**src/rtl/mem_arb_pkg.sv**
```systemverilog
// Shared types and helpers for the memory-port arbiter: tag layout, index sizing, latency bound.
// Tag index is sized for the largest supported requester count so one struct serves every build.
package mem_arb_pkg;

  localparam int MAX_LATENCY = 2;
  localparam int MAX_REQ     = 8;

  function automatic int clog2(input int n);
    int r;
    r = 0;
    for (int v = n - 1; v > 0; v = v >> 1) begin
      r++;
    end
    return (r == 0) ? 1 : r;
  endfunction

  localparam int TAG_IDXW = clog2(MAX_REQ);

  typedef struct packed {
    logic                vld;
    logic [TAG_IDXW-1:0] idx;
  } tag_t;

endpackage

```
**src/rtl/mem_arb_rr.sv**
```systemverilog
// Round-robin picker: combinational grant from the current pointer, pointer registered after each grant.
// Zero latency; en=0 suppresses the grant and freezes the pointer.
module mem_arb_rr
  import mem_arb_pkg::*;
#(
  parameter  int N = 4,
  localparam int W = clog2(N)
) (
  input  logic         clk,
  input  logic         reset,
  input  logic [N-1:0] req,
  input  logic         en,
  output logic [N-1:0] grant,
  output logic [W-1:0] grant_idx,
  output logic         grant_vld
);

  logic [W-1:0] ptr;
  logic [W-1:0] sel;
  logic         found;
  int           j;

  // Search starts at the pointer and wraps, so the last winner has lowest priority next time.
  always_comb begin
    found = 1'b0;
    sel   = '0;
    j     = 0;
    for (int k = 0; k < N; k++) begin
      j = int'(ptr) + k;
      if (j >= N) j = j - N;
      if (!found && req[j[W-1:0]]) begin
        found = 1'b1;
        sel   = j[W-1:0];
      end
    end
    grant_vld = en & found;
    grant_idx = sel;
    grant     = '0;
    if (grant_vld) grant[sel] = 1'b1;
  end

  always_ff @(posedge clk) begin
    if (!reset) begin
      ptr <= '0;
    end else if (grant_vld) begin
      ptr <= (sel == W'(N - 1)) ? '0 : sel + 1'b1;
    end
  end

endmodule

```
**src/rtl/mem_port_arbiter.sv**
```systemverilog
// Shares one memory port among NUM_REQ requesters, one access per cycle, returning read data to its issuer.
// Grant is same-cycle; read data returns MEM_LATENCY cycles after the grant edge; hold stalls grants only.
module mem_port_arbiter
  import mem_arb_pkg::*;
#(
  parameter  int NUM_REQ       = 4,
  parameter  int MEM_DATAWIDTH = 128,
  parameter  int MEM_ADDRWIDTH = 14,
  parameter  int MEM_LATENCY   = 1,
  localparam int BEW           = (MEM_DATAWIDTH + 7) / 8,
  localparam int IDXW          = clog2(NUM_REQ)
) (
  input  logic                               clk,
  input  logic                               reset,
  input  logic                               hold,
  input  logic [NUM_REQ-1:0]                 req_valid,
  output logic [NUM_REQ-1:0]                 req_ready,
  input  logic [NUM_REQ*BEW-1:0]             req_we,
  input  logic [NUM_REQ*MEM_ADDRWIDTH-1:0]   req_addr,
  input  logic [NUM_REQ*MEM_DATAWIDTH-1:0]   req_wdata,
  output logic [NUM_REQ-1:0]                 resp_valid,
  output logic [MEM_DATAWIDTH-1:0]           resp_rdata,
  output logic                               busy,
  output logic                               mem_en,
  output logic [BEW-1:0]                     mem_we,
  output logic [MEM_ADDRWIDTH-1:0]           mem_addr,
  output logic [MEM_DATAWIDTH-1:0]           mem_din,
  input  logic [MEM_DATAWIDTH-1:0]           mem_dout
);

  logic [NUM_REQ-1:0] grant;
  logic [IDXW-1:0]    grant_idx;
  logic               grant_vld;
  tag_t               new_tag;
  tag_t               pipe [MEM_LATENCY];
  tag_t               tail;

  mem_arb_rr #(
    .N (NUM_REQ)
  ) u_rr (
    .clk       (clk),
    .reset     (reset),
    .req       (req_valid),
    .en        (~hold & reset),
    .grant     (grant),
    .grant_idx (grant_idx),
    .grant_vld (grant_vld)
  );

  assign req_ready = grant;
  assign mem_en    = grant_vld;

  // One-hot AND-OR select; an all-zero grant drives zeros onto the memory bus.
  always_comb begin
    mem_we   = '0;
    mem_addr = '0;
    mem_din  = '0;
    for (int i = 0; i < NUM_REQ; i++) begin
      if (grant[i]) begin
        mem_we   = mem_we   | req_we[i*BEW +: BEW];
        mem_addr = mem_addr | req_addr[i*MEM_ADDRWIDTH +: MEM_ADDRWIDTH];
        mem_din  = mem_din  | req_wdata[i*MEM_DATAWIDTH +: MEM_DATAWIDTH];
      end
    end
  end

  always_comb begin
    new_tag     = '0;
    new_tag.vld = grant_vld & (mem_we == '0);
    new_tag.idx = TAG_IDXW'(grant_idx);
  end

  // Tag pipeline mirrors the memory read latency; reset drops anything in flight.
  always_ff @(posedge clk) begin
    if (!reset) begin
      for (int s = 0; s < MEM_LATENCY; s++) begin
        pipe[s] <= '0;
      end
    end else begin
      pipe[0] <= new_tag;
      for (int s = 1; s < MEM_LATENCY; s++) begin
        pipe[s] <= pipe[s-1];
      end
    end
  end

  assign tail = pipe[MEM_LATENCY-1];

  always_comb begin
    resp_valid = '0;
    resp_rdata = '0;
    if (tail.vld) begin
      resp_rdata = mem_dout;
      for (int i = 0; i < NUM_REQ; i++) begin
        if (tail.idx == TAG_IDXW'(i)) resp_valid[i] = 1'b1;
      end
    end
  end

  always_comb begin
    busy = 1'b0;
    for (int s = 0; s < MEM_LATENCY; s++) begin
      busy = busy | pipe[s].vld;
    end
  end

endmodule

```
**config.mk**
```make
export PLATFORM = sky130hd
export DESIGN_NAME = mem_port_arbiter
export DESIGN_NICKNAME = d
export VERILOG_FILES = /design/src/rtl/mem_arb_pkg.sv /design/src/rtl/mem_arb_rr.sv /design/src/rtl/mem_port_arbiter.sv
export SDC_FILE = /design/constraint.sdc
export NUM_CORES = 1
export LEC_CHECK = 0
export CAP_MARGIN = 20
export CELL_PAD_IN_SITES_DETAIL_PLACEMENT = 1
export CELL_PAD_IN_SITES_GLOBAL_PLACEMENT = 1
export CORE_AREA = 2 2 411 413
export CTS_BUF_LIST = sky130_fd_sc_hd__clkbuf_8
export CTS_CLUSTER_DIAMETER = 150
export DETAILED_ROUTE_END_ITERATION = 10
export DIE_AREA = 0 0 413 415
export DONT_BUFFER_PORTS = 1
export MAX_ROUTING_LAYER = met4
export PLACE_DENSITY = 0.3
export SYNTH_ARGS = -nofsm -noshare
export SYNTH_HDL_FRONTEND = slang
export SYNTH_HIERARCHICAL = 1
export SYNTH_SLANG_ARGS = --single-unit
export TNS_END_PERCENT = 20
```
**constraint.sdc**
```tcl
create_clock -name clk -period 3.5 [get_ports clk]
set_input_delay 0.875 -clock clk [delete_from_list [all_inputs] [get_ports clk]]
set_output_delay 0.875 -clock clk [all_outputs]
set_load 0.01 [all_outputs]
```
== Word-level counts from Yosys, hierarchy flattened ==
Memory sizes are Yosys's and may differ from the RTL's.
Cells that the tools add are included.
Operators by class
  add/subtract/negate cells: 8
  order comparisons: 10
  equality and inequality tests: 4
  mux-type cells: 46
  bitwise operators: 13
  reductions and logical operators: 10
Operators with widths (count)
  128-bit two-way mux: 5
  128-bit OR: 3
  16-bit two-way mux: 4
  14-bit two-way mux: 4
  16-bit OR: 3
  14-bit OR: 3
  2-bit two-way mux: 9
  16-bit zero test: 1
  1-bit two-way mux: 16
  2-bit by 3-bit less-than comparator with 1-bit output (second input constant): 5
  3-bit >= comparator (second input constant): 3
  1-bit binary-select mux with 2-bit select: 4
  4-bit two-way mux: 2
  2-bit by 1-bit subtractor with 2-bit output (second input constant): 4
  2-bit by 2-bit adder with 3-bit output (second input constant): 2
  3-bit by 2-bit == test with 1-bit output (second input constant): 2
  1-bit logical AND: 4
  2-bit by 1-bit adder with 3-bit output (second input constant): 1
  1-bit bitwise AND: 3
  3-bit by 1-bit == test with 1-bit output (second input constant): 1
  2-bit by 3-bit >= comparator with 1-bit output (second input constant): 1
  1-bit zero test: 3
  3-bit zero test: 1
  3-bit two-way mux: 1
  6 further kinds: 6
Word-level totals
  register bits after elaboration: 2
  memory bits (writable): 3
  input port bits: 767
  output and inout bits: 296
  logic and storage cells: 93
  memories kept: 1
Memories
  pipe: depth 1, bits a word 3, rd ports 1, clocked after Yosys merged registers in 0, wr ports 1, RTL line mem_port_arbiter.sv:35  | tag_t pipe [MEM_LATENCY];

== Longest topological paths before layout ==
  depth after elaboration: 29
  gate-level depth with buffers: 12
  mapped depth without buffers: 11

== Modules after synthesis ==
Netlist, hierarchy kept.
By module, submodules not included
  mem_port_arbiter: instances 1, cells each 702, area an instance 4309.1 um^2, seq. area each 60.1 um^2
  mem_arb_rr: instances 1, cells each 33, area an instance 255.2 um^2, seq. area each 40.0 um^2

== Worst setup path after synthesis ==
No wires, ideal clock.
  path kind: input port to output port
  start: input port req_valid[2]
  end: output port mem_addr[10]
  data arrival time: 2.906 ns
  slack: -0.281 ns
  cell stages on the path: 10
  path buffers: 3
  cell sequence: or2b_1 -> a21oi_1 -> nor4_1 -> ha_1 -> and2_1 -> buf_2 -> buf_2 -> buf_1 -> a22oi_1 -> nand2_1
Between the ends
  elaborated cells between the ends (all ways): 36
  classes of those cells: order compare: 2; mux: 23; bitwise: 4; reduce/logical: 7
RTL lines
  from (decl): RTL line mem_port_arbiter.sv:16  | input logic [NUM_REQ-1:0] req_valid,
  1-bit binary-select mux with 2-bit select: RTL line mem_arb_rr.sv:31  | if (!found && req[j[W-1:0]]) begin
  1-bit two-way mux (implied by the code): RTL line mem_arb_rr.sv:31
  1-bit two-way mux: RTL line mem_arb_rr.sv:31
  1-bit zero test: RTL line mem_arb_rr.sv:31
  1-bit logical AND: RTL line mem_arb_rr.sv:31
  1-bit two-way mux: RTL line mem_arb_rr.sv:31
  1-bit zero test: RTL line mem_arb_rr.sv:31
  1-bit logical AND: RTL line mem_arb_rr.sv:31
  [4 not listed]
  named net grant_idx[0]: RTL line mem_port_arbiter.sv:32  | logic [IDXW-1:0] grant_idx;
  [3 not listed]
  1-bit demux with 2-bit select *
  4-bit two-way mux *: RTL line mem_arb_rr.sv:39  | if (grant_vld) grant[sel] = 1'b1;
  named net req_ready[1]: RTL line mem_port_arbiter.sv:17  | output logic [NUM_REQ-1:0] req_ready,
  14-bit two-way mux *: RTL line mem_port_arbiter.sv:59  | if (grant[i]) begin
  14-bit OR: RTL line mem_port_arbiter.sv:61  | mem_addr = mem_addr | req_addr[i*MEM_ADDRWIDTH +: MEM_ADDRWIDTH];
  14-bit two-way mux *: RTL line mem_port_arbiter.sv:59
  14-bit OR: RTL line mem_port_arbiter.sv:61
  14-bit two-way mux *: RTL line mem_port_arbiter.sv:59
  to (decl): RTL line mem_port_arbiter.sv:26  | output logic [MEM_ADDRWIDTH-1:0] mem_addr,
Mark *: on every way through the listed nets, which the timed path passes. The rest lies on a longest branch. The select of a mux whose other input is x is not followed.

== Worst setup path after layout ==
  start: input port req_valid[2]
  end: output port mem_din[106]
Between the ends
  word-level cells in the longest chain between the ends: 24
  elaborated cells between the ends (all ways): 36
  classes of those cells: order compare: 2; mux: 23; bitwise: 4; reduce/logical: 7
RTL lines
  1-bit binary-select mux with 2-bit select: RTL line mem_arb_rr.sv:31
  1-bit two-way mux (implied by the code): RTL line mem_arb_rr.sv:31
  1-bit two-way mux: RTL line mem_arb_rr.sv:31
  1-bit zero test: RTL line mem_arb_rr.sv:31
  1-bit logical AND: RTL line mem_arb_rr.sv:31
  1-bit two-way mux: RTL line mem_arb_rr.sv:31
  1-bit zero test: RTL line mem_arb_rr.sv:31
  1-bit logical AND: RTL line mem_arb_rr.sv:31
  [4 not listed]
  named net grant_idx[0]: RTL line mem_port_arbiter.sv:32
  [4 not listed]
  4-bit two-way mux *: RTL line mem_arb_rr.sv:39
  128-bit two-way mux: RTL line mem_port_arbiter.sv:59
  128-bit OR: RTL line mem_port_arbiter.sv:62  | mem_din = mem_din | req_wdata[i*MEM_DATAWIDTH +: MEM_DATAWIDTH];
  128-bit two-way mux: RTL line mem_port_arbiter.sv:59
  128-bit OR: RTL line mem_port_arbiter.sv:62
  128-bit two-way mux: RTL line mem_port_arbiter.sv:59
  128-bit OR: RTL line mem_port_arbiter.sv:62
  128-bit two-way mux *: RTL line mem_port_arbiter.sv:59
  to (decl): RTL line mem_port_arbiter.sv:27  | output logic [MEM_DATAWIDTH-1:0] mem_din,
Marks and branches as above.

==> metrics list <==
- The run finished, with violations left.
* Violations in the final reports: setup timing
* Layout fillers: ~20000
* CP required: around 2600 ps
* Maximum number of pins on one net before global-route repair: between 50 and 60
- Half-perimeter wire length after placement: 87600 um
- VDD sags by at most between 70 and 80 uV.
- After detailed routing, the number of remaining DRC violations is 0.
- The worst register-to-register path has a setup slack of roughly 300 ps.
- The die covers about 170000 um2.
* Relative slew margins: 0.667
- The floorplan step set the die height to roughly 420 um.
* Pwr dens: around 120 nW/um2
- Net count after synthesis: roughly 1500
* Worst Tran Pin Value: ~500 ps
- Leakage component of the power: just over 3 nW
- At the end of routability-driven placement, the weighted congestion stood at roughly 1.1.
* Max-slew violation count: 0
* Core occupancy in the finished layout: 0.0623
* Finish-stage setup viols: 141
- The worst setup path is captured at a primary output.
* Proportion of layout cells with a drive suffix above 1: 0.483
- Maximum clock rate: around 0.27 GHz
- For the worst setup path, the data arrival time is between 2000 and 3000 ps.
- The library cell used most frequently in the layout, excluding fill and tap cells, is sky130_fd_sc_hd__a22oi_1.
- After layout, the worst setup slack is -255 ps.
- Total number of H-tree levels: 1
* Met1 demand-to-capacity share in global routing: 0.129
- CTS buffer count: 3
* Count of hold-fix buffers inserted at cts: 0
- The worst setup path is of the primary input to primary output kind.
* Met3 Usage GRT: 0.0467
- Number of distinct library cell variants in the gate-level netlist after synthesis: 30
* Cell at the root of the clock tree: sky130_fd_sc_hd__clkbuf_8
* Synth top area share: 0.508
- Max-cap violations in this run came to 0.
- Hold path depth: 2
- The final layout contains between 1500 and 2000 nets.
* Number of DRC violations after detailed-routing iteration 0: 555
* Flip-flop and latch count after synthesis: 5
* Wire length of the first global-routing pass: between 100000 and 150000 um
- Worst setup skew after layout: 7.50 ps
- Averaged over all synthesized cells, the footprint is just over 6 um2.
- Summed over all layers, the global routing overflow is 0.
* Number of sinks handled by clock tree synthesis: 5
- Initial Util: 0.0274
* Top cells by area, synth: sky130_fd_sc_hd__a22oi_1 51%, sky130_fd_sc_hd__and2_1 18%, sky130_fd_sc_hd__nand2_1 13%, sky130_fd_sc_hd__clkbuf_1 3.5%, sky130_fd_sc_hd__buf_1 2.2%
- Antenna violations before repair: 123
- The clock reaches the later pin of the worst-skew pair after ~230 ps.
- The worst setup path is launched from a primary input.
- In the layout the commonest cells are 187 x sky130_fd_sc_hd__a22oi_1, 130 x sky130_fd_sc_hd__and2_1, 129 x sky130_fd_sc_hd__a22oi_2.
- In the finished design, the share of the clock period the worst path needs comes to 1.07.
- For this design the top-level I/O count stands at approximately 1100.
* I/O Buffers: 0
- The via count of the first global-routing pass is between 7000 and 8000.
* Clock period minus final worst setup slack: approximately 3800 ps
* Ys Warns: 6
- After clock tree synthesis, the clock-pin slew on the worst setup and hold paths is 50 ps.
- Of all nets on the critical path, the largest fanout is 13.
- The completed layout was analyzed and its total power is between 1 and 1.5 mW.
- The count of nets left with antenna violations once routing finished came out at 0.
- The hold violation count in the final report is 0.
- Using the TritonRoute via totals, the vias-per-cell ratio works out to approximately 2.5.
- Class of the tightest hold or removal check: flip-flop to flip-flop
- Library cell with the largest summed area after synthesis: sky130_fd_sc_hd__a22oi_1
- Vias post-DR: slightly below 8000
- Synthesized instance count: between 700 and 800
- Compared with the post-synthesis result, the final layout area differs by 127%.
* Global-route met2 utilization: 0.183
* CTS Buffer Depth: 2
* Post-synthesis sequential area ratio: 0.0219
* Routed Wire Length: 99600 um
* Drt pass-1 iters: 5
* Area of the core: roughly 170000 um2
- TritonCTS built the clock tree.
* Cell count of the worst reg-to-reg path: 14
- Placement Rows: 150
- In this run the most used layer during global routing was met2.
- Cell Area, Synth: 4560 um2
- Combined global-route utilization of all metal layers: 0.112
- The floorplan step set the die width to 413 um.
- Setup repair after global routing could not meet its margin everywhere.
- In the final routed layout, each cell accounts on average for ~32 um.
[cell usage after synthesis]
cell / instances
sky130_fd_sc_hd__nor4_1: 2
sky130_fd_sc_hd__nand3_1: 1
sky130_fd_sc_hd__buf_4: 1
sky130_fd_sc_hd__o22a_2: 1
sky130_fd_sc_hd__a22oi_1: 309
sky130_fd_sc_hd__nand2_1: 160
sky130_fd_sc_hd__mux2i_1: 2
sky130_fd_sc_hd__o21a_1: 1
sky130_fd_sc_hd__buf_6: 3
sky130_fd_sc_hd__and3_1: 1
sky130_fd_sc_hd__dfxtp_1: 5
sky130_fd_sc_hd__clkbuf_1: 43
sky130_fd_sc_hd__nor2b_1: 3
sky130_fd_sc_hd__or4_1: 1
sky130_fd_sc_hd__and3b_1: 1
sky130_fd_sc_hd__nor3_1: 2
sky130_fd_sc_hd__and2_1: 134
sky130_fd_sc_hd__a22oi_2: 7
sky130_fd_sc_hd__nand2_2: 1
sky130_fd_sc_hd__nand2b_1: 1
sky130_fd_sc_hd__nor4_2: 3
sky130_fd_sc_hd__nor2_1: 3
sky130_fd_sc_hd__nor3b_1: 1
sky130_fd_sc_hd__buf_1: 27
sky130_fd_sc_hd__buf_2: 9
sky130_fd_sc_hd__ha_1: 4
sky130_fd_sc_hd__o21ai_0: 1
sky130_fd_sc_hd__a21oi_1: 4
sky130_fd_sc_hd__inv_1: 3
sky130_fd_sc_hd__or2b_1: 1
[report_power, final]
group          internal, mW  switching [mW]  total (mW)
Clock                0.0760          0.0373       0.113
Combinational         0.452           0.634        1.09
Sequential           0.0609          0.0103      0.0712
Total                 0.589           0.681        1.27
[cell families (layout without fill, tap and decap cells)]
| family | count (synthesis) | after routing | synth area share |
|---|---|---|---|
| flops | 5 | 5 | 0.0219 |
| fa+ha+maj | 4 | 4 | 0.0110 |
| other cells | 0 | 57 | 0 |
| mux | 2 | 2 | 0.00439 |
| simple gates | 315 | 315 | 0.347 |
| compound gates | 323 | 323 | 0.537 |
| buf+inv | 86 | 164 | 0.0789 |
[area by class of cell]
class,count,area (um2),area share
multi-input combinational,644,5040,0.486
sequential,5,104,0.0100
antenna,57,143,0.0137
clock inverter,1,3.75,0.000361
clock buffer,3,41.3,0.00398
timing repair buffer,157,2280,0.220
tap,2204,2760,0.266
inverter,3,11.3,0.00108
[critical path, stage by stage]
cell                      delay (ps)
sky130_fd_sc_hd__or2b_1          240
sky130_fd_sc_hd__a21oi_4         190
sky130_fd_sc_hd__nor4_4           70
sky130_fd_sc_hd__buf_4           170
sky130_fd_sc_hd__ha_4            150
sky130_fd_sc_hd__and2_4          150
sky130_fd_sc_hd__buf_12          150
sky130_fd_sc_hd__buf_12          180
sky130_fd_sc_hd__buf_8           140
sky130_fd_sc_hd__a22oi_2         380
sky130_fd_sc_hd__nand2_2         130
[per-layer routing]
metal,up-vias,routed length (um)
met4,0,2240
li1,3019,-
met5,-,0
met2,784,47000
met1,3851,39400
met3,147,11000
[path summary, 6_finish.rpt]
kind / from / end
setup / recovery: req_valid[2] / mem_din[106]
hold / removal: u_rr/ptr[0] / u_rr/ptr[0]
setup reg to reg: u_rr/ptr[1] / pipe[0][2]
hold reg to reg: u_rr/ptr[0] / u_rr/ptr[0]
[state kept, by name (all words and copies together) (netlist names)]
| name | count |
|---|---|
| pipe | 3 |
| u_rr/ptr | 2 |
[stage by stage]
stage	area (um2)	hold slack, ps	setup TNS [ps]	setup slack, ps	std cells
after floorplan	4640	539	0	0.224	735
after global placement	8320	579	-55570	-1020	2968
after detailed placement	8320	588	-47630	-984	2968
after CTS	9830	597	-24190	-321	3008
after global routing	10400	635	-28310	-330	3071
final	10400	604	-13010	-255	3074
[what timing repair did]
action / in CTS / in global routing
gates cloned: 12 / 1
setup buffers: 26 / 9
endpoints found under the setup margin: 159 / 159
gates resized for setup: 223 / 79
pin swaps: 90 / 69
endpoints found under the hold margin: 0 / 0
No activity file was read; power rests on OpenSTA's default activity.
